--- config.mk ---
export PLATFORM = sky130hd
export DESIGN_NAME = bios_loader
export DESIGN_NICKNAME = d
export VERILOG_FILES = /design/src/rtl/bios_loader.sv
export SDC_FILE = /design/constraint.sdc
export NUM_CORES = 1
export LEC_CHECK = 0
export BUFFER_PORTS_ARGS = -buffer_cell sky130_fd_sc_hd__buf_4
export CORE_MARGIN = 5
export CORE_UTILIZATION = 61
export DETAILED_ROUTE_END_ITERATION = 8
export PLACE_DENSITY_LB_ADDON = 0.3
export SLEW_MARGIN = 30
export SYNTH_ARGS = -nofsm -noshare
export SYNTH_HDL_FRONTEND = slang
export SYNTH_SLANG_ARGS = --single-unit
--- constraint.sdc ---
create_clock -name clka -period 6.87 [get_ports clka]
set_clock_uncertainty 0.05 [all_clocks]
set_input_delay 0.3435 -clock clka [delete_from_list [all_inputs] [get_ports clka]]
set_output_delay 0.3435 -clock clka [all_outputs]
set_load 0.02 [all_outputs]
--- src/rtl/bios_loader.sv ---
// Download front end for the BIOS and XTIDE option-ROM RAM write ports.
// Define BIOS_LOADER_CHKSUM_EN to add the chksum/chksum_ok outputs.
module bios_loader #(
    parameter logic [16:0] BIOS_BASE  = 17'h00000,
    parameter logic [13:0] XTIDE_BASE = 14'h0000
) (
    input  logic        clka,
    input  logic        rst_n,
    input  logic        dl_active,
    input  logic        dl_index,
    input  logic        dl_valid,
    input  logic [7:0]  dl_data,
    output logic        dl_ready,
    output logic        bios_ena,
    output logic        bios_wea,
    output logic [16:0] bios_addra,
    output logic [7:0]  bios_dina,
    output logic        xtide_ena,
    output logic        xtide_wea,
    output logic [13:0] xtide_addra,
    output logic [7:0]  xtide_dina,
    output logic        cpu_hold,
    output logic        load_done,
    output logic        overflow,
    output logic [17:0] byte_count
`ifdef BIOS_LOADER_CHKSUM_EN
    ,
    output logic [7:0]  chksum,
    output logic        chksum_ok
`endif
);

    typedef enum logic [1:0] {IDLE, LOAD, FLUSH, DONE} state_t;

    state_t      state_q, state_d;
    logic        tgt_q, tgt_d;
    logic        full_q, full_d;
    logic [16:0] baddr_q, baddr_d;
    logic [13:0] xaddr_q, xaddr_d;
    logic        dl_ready_q, dl_ready_d;
    logic        bios_en_q, bios_en_d;
    logic [16:0] bios_addra_q, bios_addra_d;
    logic [7:0]  bios_dina_q, bios_dina_d;
    logic        xtide_en_q, xtide_en_d;
    logic [13:0] xtide_addra_q, xtide_addra_d;
    logic [7:0]  xtide_dina_q, xtide_dina_d;
    logic        cpu_hold_q, cpu_hold_d;
    logic        load_done_q, load_done_d;
    logic        overflow_q, overflow_d;
    logic [17:0] byte_count_q, byte_count_d;
    logic        accept;
`ifdef BIOS_LOADER_CHKSUM_EN
    logic [7:0]  chksum_q, chksum_d;
    logic        chksum_ok_q, chksum_ok_d;
`endif

    assign accept = (state_q == LOAD) && dl_valid && dl_ready_q;

    always_comb begin
        state_d       = state_q;
        tgt_d         = tgt_q;
        full_d        = full_q;
        baddr_d       = baddr_q;
        xaddr_d       = xaddr_q;
        dl_ready_d    = dl_ready_q;
        bios_en_d     = 1'b0;
        bios_addra_d  = bios_addra_q;
        bios_dina_d   = bios_dina_q;
        xtide_en_d    = 1'b0;
        xtide_addra_d = xtide_addra_q;
        xtide_dina_d  = xtide_dina_q;
        cpu_hold_d    = cpu_hold_q;
        load_done_d   = 1'b0;
        overflow_d    = overflow_q;
        byte_count_d  = byte_count_q;
`ifdef BIOS_LOADER_CHKSUM_EN
        chksum_d      = chksum_q;
        chksum_ok_d   = chksum_ok_q;
`endif
        unique case (state_q)
            IDLE: begin
                if (dl_active) begin
                    state_d      = LOAD;
                    tgt_d        = dl_index;
                    full_d       = 1'b0;
                    baddr_d      = BIOS_BASE;
                    xaddr_d      = XTIDE_BASE;
                    dl_ready_d   = 1'b1;
                    cpu_hold_d   = 1'b1;
                    overflow_d   = 1'b0;
                    byte_count_d = '0;
`ifdef BIOS_LOADER_CHKSUM_EN
                    chksum_d     = '0;
                    chksum_ok_d  = 1'b0;
`endif
                end
            end
            LOAD: begin
                if (accept) begin
                    if (byte_count_q != 18'h3FFFF)
                        byte_count_d = byte_count_q + 18'd1;
                    // Past the last location: count the byte but drop it.
                    if (full_q) begin
                        overflow_d = 1'b1;
                    end else begin
`ifdef BIOS_LOADER_CHKSUM_EN
                        chksum_d = chksum_q + dl_data;
`endif
                        if (tgt_q) begin
                            xtide_en_d    = 1'b1;
                            xtide_addra_d = xaddr_q;
                            xtide_dina_d  = dl_data;
                            if (xaddr_q == 14'h3FFF) full_d = 1'b1;
                            else xaddr_d = xaddr_q + 14'd1;
                        end else begin
                            bios_en_d    = 1'b1;
                            bios_addra_d = baddr_q;
                            bios_dina_d  = dl_data;
                            if (baddr_q == 17'h1FFFF) full_d = 1'b1;
                            else baddr_d = baddr_q + 17'd1;
                        end
                    end
                end
                if (!dl_active) begin
                    state_d    = FLUSH;
                    dl_ready_d = 1'b0;
                end
            end
            FLUSH: begin
                state_d     = DONE;
                load_done_d = 1'b1;
`ifdef BIOS_LOADER_CHKSUM_EN
                chksum_ok_d = (chksum_q == 8'h00);
`endif
            end
            DONE: begin
                state_d    = IDLE;
                cpu_hold_d = 1'b0;
            end
            default: state_d = IDLE;
        endcase
    end

    always_ff @(posedge clka or negedge rst_n) begin
        if (!rst_n) begin
            state_q       <= IDLE;
            tgt_q         <= 1'b0;
            full_q        <= 1'b0;
            baddr_q       <= BIOS_BASE;
            xaddr_q       <= XTIDE_BASE;
            dl_ready_q    <= 1'b0;
            bios_en_q     <= 1'b0;
            bios_addra_q  <= '0;
            bios_dina_q   <= '0;
            xtide_en_q    <= 1'b0;
            xtide_addra_q <= '0;
            xtide_dina_q  <= '0;
            cpu_hold_q    <= 1'b0;
            load_done_q   <= 1'b0;
            overflow_q    <= 1'b0;
            byte_count_q  <= '0;
`ifdef BIOS_LOADER_CHKSUM_EN
            chksum_q      <= '0;
            chksum_ok_q   <= 1'b0;
`endif
        end else begin
            state_q       <= state_d;
            tgt_q         <= tgt_d;
            full_q        <= full_d;
            baddr_q       <= baddr_d;
            xaddr_q       <= xaddr_d;
            dl_ready_q    <= dl_ready_d;
            bios_en_q     <= bios_en_d;
            bios_addra_q  <= bios_addra_d;
            bios_dina_q   <= bios_dina_d;
            xtide_en_q    <= xtide_en_d;
            xtide_addra_q <= xtide_addra_d;
            xtide_dina_q  <= xtide_dina_d;
            cpu_hold_q    <= cpu_hold_d;
            load_done_q   <= load_done_d;
            overflow_q    <= overflow_d;
            byte_count_q  <= byte_count_d;
`ifdef BIOS_LOADER_CHKSUM_EN
            chksum_q      <= chksum_d;
            chksum_ok_q   <= chksum_ok_d;
`endif
        end
    end

    assign dl_ready    = dl_ready_q;
    assign bios_ena    = bios_en_q;
    assign bios_wea    = bios_en_q;
    assign bios_addra  = bios_addra_q;
    assign bios_dina   = bios_dina_q;
    assign xtide_ena   = xtide_en_q;
    assign xtide_wea   = xtide_en_q;
    assign xtide_addra = xtide_addra_q;
    assign xtide_dina  = xtide_dina_q;
    assign cpu_hold    = cpu_hold_q;
    assign load_done   = load_done_q;
    assign overflow    = overflow_q;
    assign byte_count  = byte_count_q;
`ifdef BIOS_LOADER_CHKSUM_EN
    assign chksum      = chksum_q;
    assign chksum_ok   = chksum_ok_q;
`endif

endmodule

==> summary.txt <==
Placement
  – Routability congestion estimate: 0.875
  – Number of port buffers: 85
  – DP Area: 5870 sq um
  – DP HPWL: 8.13 mm

Drt
  – Drt first pass iters: 5
  – Drt total wl: 11.7 mm
  – Via density: 6.33
  – Residual DRC: 0
  – Average wire per standard cell: 17.7 um
  – DR vias: 4176
  – DRT iter0 DRCs: 270
  – Antenna viol nets, final: 0

Global routing
  – Met1 usage: 0.320
  – GRT overflow: 0
  – Top Usage Layer GRT: met2
  – GRT Overall Usage: 0.238
  – Initial antenna violation count: 0
  – First-pass GRT wire length: 19.8 mm
  – Largest net degree at the start of global routing: 56
  – Met2 Track Usage GR: 0.387
  – Number of global-route vias before repair: 4083
  – M3 GR Usage: 0.0437

Synthesis
  – Area leader, netlist: dfrtp_1
  – Seq/Total Area, Yosys: 0.513
  – Synth Flop Type: dfrtp_1
  – Largest family of logic cells by synthesized area: compound AO/OA/AOI/OAI gates
  – Post-synthesis mux area share: 0.118
  – Xor/xnor cell area share of the yosys netlist: 0
  – Synth cell types: 59
  – Flop and latch count out of synthesis: 106
  – Synthesized area: 5170 sq um
  – Number of synthesized flops with an enable pin: 0
  – Largest cells by area after synthesis: dfrtp_1 51%, mux2_2 11%, o31ai_1 3.3%
  – Async SR Flop Fraction: 1.00
  – Commonest cells post-synth: 106 x dfrtp_1, 49 x mux2_2, 42 x nand2_1
  – Compound-Gate Fraction of Synth Area: 0.164
  – Synth Area in Simple Gates: 0.152
  – Syn Inst Count: 476
  – Top-area cell type share of the netlist area: 0.513
  – Synth Area per Inst: 10.9 sq um
  – Area share of fa/ha/maj cells after synthesis: 0.0194
  – Syn Nets: 497
  – Most frequent cell after synthesis: dfrtp_1
  – Synth warn: 0

STA
  – Final Max Slew Viols: 0
  – Final Critical Period: 3.12 ns
  – Crit share post-route: 0.454
  – Final hold viol count: 0
  – Worst slew margin: 0.414
  – Fin Setup TNS: 0 ns
  – RSZ-0062 raised after global routing: no
  – Max Freq: 0.321 GHz
  – Final Setup Violations: 0
  – Worst-margin pin slew: 0.872 ns

Cells and area
  – Number of diodes: 0
  – Final instance area: 6080 sq um
  – Layout area overhead: 17.6%
  – Share of layout cells above drive strength 1: 0.306
  – Final Util: 0.740
  – Fillers: 582
  – Nets@finish: 572

Die
  – Std-Cell Rows: 33
  – Chip width: 102 um
  – Die H: 102 um
  – Core footprint: 8220 sq um
  – Initial Util: 0.629
  – Die Area: 10400 sq um
  – Ports: 86

Status
  – Status: finished clean

Clocking
  – Worst skew pair latency: 0.37 ns
  – CTS Sinks: 106
  – CTS buffer count: 9
  – Resize count post-CTS: 0
  – CTS root buf: clkbuf_8
  – TritonCTS clock tree: yes
  – Depth of the CTS H-tree: 3
  – Reg clk slew, reported paths: 0.11 ns
  – Clock tree buffer depth: 2

Critical path
  – Data required time of the worst path: 7.08 ns
  – Max Fanout on Critical Path: 23
  – Reg2Reg Setup Slack: 3.75 ns
  – CP Data Arrival Time: 3.33 ns
  – Critical path endpoint category: flip-flop
  – Startpoint Class: flip-flop
  – FF-to-FF Start: baddr_q[3]
  – R2R cell count: 8
  – Worst flop-to-flop path endpoint: baddr_q[12]
  – Crit path kind: reg2reg

Min path
  – Hold Path Class: in2reg
  – Hold EP: bios_dina[5]
  – Worst Hold Depth: 2
  – Hold Crit Start: dl_data[5]

Flow run
  – Max-cap viol count: 0

Power and ir drop
  – LEAKAGE: 2.80 nW
  – PD cells: 328 nW/um^2
  – Max rail drop VDD: 0.200 mV
## cell type report
class / instances / area, sq um / share of cell area
clock inverters: 5 / 63.8 / 0.0105
repair buffers: 92 / 688 / 0.113
flip-flops and latches: 106 / 2650 / 0.436
clock buffers: 10 / 138 / 0.0226
inverters: 13 / 48.8 / 0.00803
multi-input cells: 329 / 2350 / 0.387
well taps: 105 / 131 / 0.0216
## logic make-up (layout without fill, tap and decap cells)
kind of cell,count (synthesis),after routing
flip-flops,106,106
adder cells (fa/ha/maj),8,8
AO/OA/AOI/OAI,119,119
buffers and inverters,41,120
AND/OR/NAND/NOR,147,147
multiplexers,55,55
## repair_timing
action,4_1_cts,5_1_grt
buffers inserted,0,0
endpoints found under the setup margin,0,0
hold endpoints to repair,11,0
hold buffers,1,0
## routing by layer
layer | up-vias | routed length, um
met3 | 20 | 645
met1 | 2081 | 5130
li1 | 1942 | -
met4 | 0 | 193
met5 | - | 0
met2 | 133 | 5730
## worst max path at each step
| stage | start | to | slack, ns | cells after the start |
|---|---|---|---|---|
| CTS | baddr_q[3] | baddr_q[12] | 3.76 | 8 |
| finish | baddr_q[3] | baddr_q[12] | 3.75 | 8 |
| floorplan | baddr_q[7] | baddr_q[14] | 4.25 | 11 |
| detailed placement | baddr_q[3] | baddr_q[12] | 3.74 | 8 |
| global route | baddr_q[8] | baddr_q[12] | 3.43 | 8 |
| global placement | baddr_q[3] | baddr_q[12] | 3.92 | 8 |
## worst max-delay path, stage by stage (launching register included)
cell      delay [ns]
dfrtp_1         0.48
nand3_2         0.13
or4_1           0.28
nor3_1          0.10
ha_1            0.20
o31ai_1         0.37
nand3_1         0.60
or3_1           0.53
o311ai_0        0.27
## flip-flops by register name, summed over array words and instances (netlist names)
signal / flops
baddr_q: 17
bios_addra: 17
bios_dina: 8
bios_ena: 1
byte_count: 18
cpu_hold: 1
dl_ready: 1
full_q: 1
load_done: 1
overflow: 1
state_q: 2
tgt_q: 1
xaddr_q: 14
xtide_addra: 14
xtide_dina: 8
xtide_ena: 1
## per-stage QoR
step                setup slack (ns)  std cells  total power [mW]  hold slack (ns)
finish                          3.75        660              1.99            0.154
global route                    3.43        660              2.11            0.143
CTS                             3.76        660              2.00            0.149
detailed placement              3.74        644              1.61            0.390
global placement                3.92        642              1.56            0.379
floorplan                       4.25        476              1.32         -0.00209
## power by group
| group | total (mW) | leakage [nW] | switching, mW | internal, mW |
|---|---|---|---|---|
| Clock | 0.397 | 0.104 | 0.217 | 0.180 |
| Sequential | 0.825 | 1.43 | 0.0907 | 0.735 |
| Combinational | 0.772 | 1.27 | 0.471 | 0.301 |
| Total | 1.99 | 2.80 | 0.778 | 1.22 |
## cells in the final DEF (no fill, tap or decap), drive strengths merged, types with 12 or more instances in the layout
master  count
buf        91
mux2       49
nor4       12
o21ai      25
nand3      24
nand2      42
dfrtp     106
inv        13
o31ai      23
nor2       13
a21oi      18
Note: power is estimated with default switching activity, not from simulation.
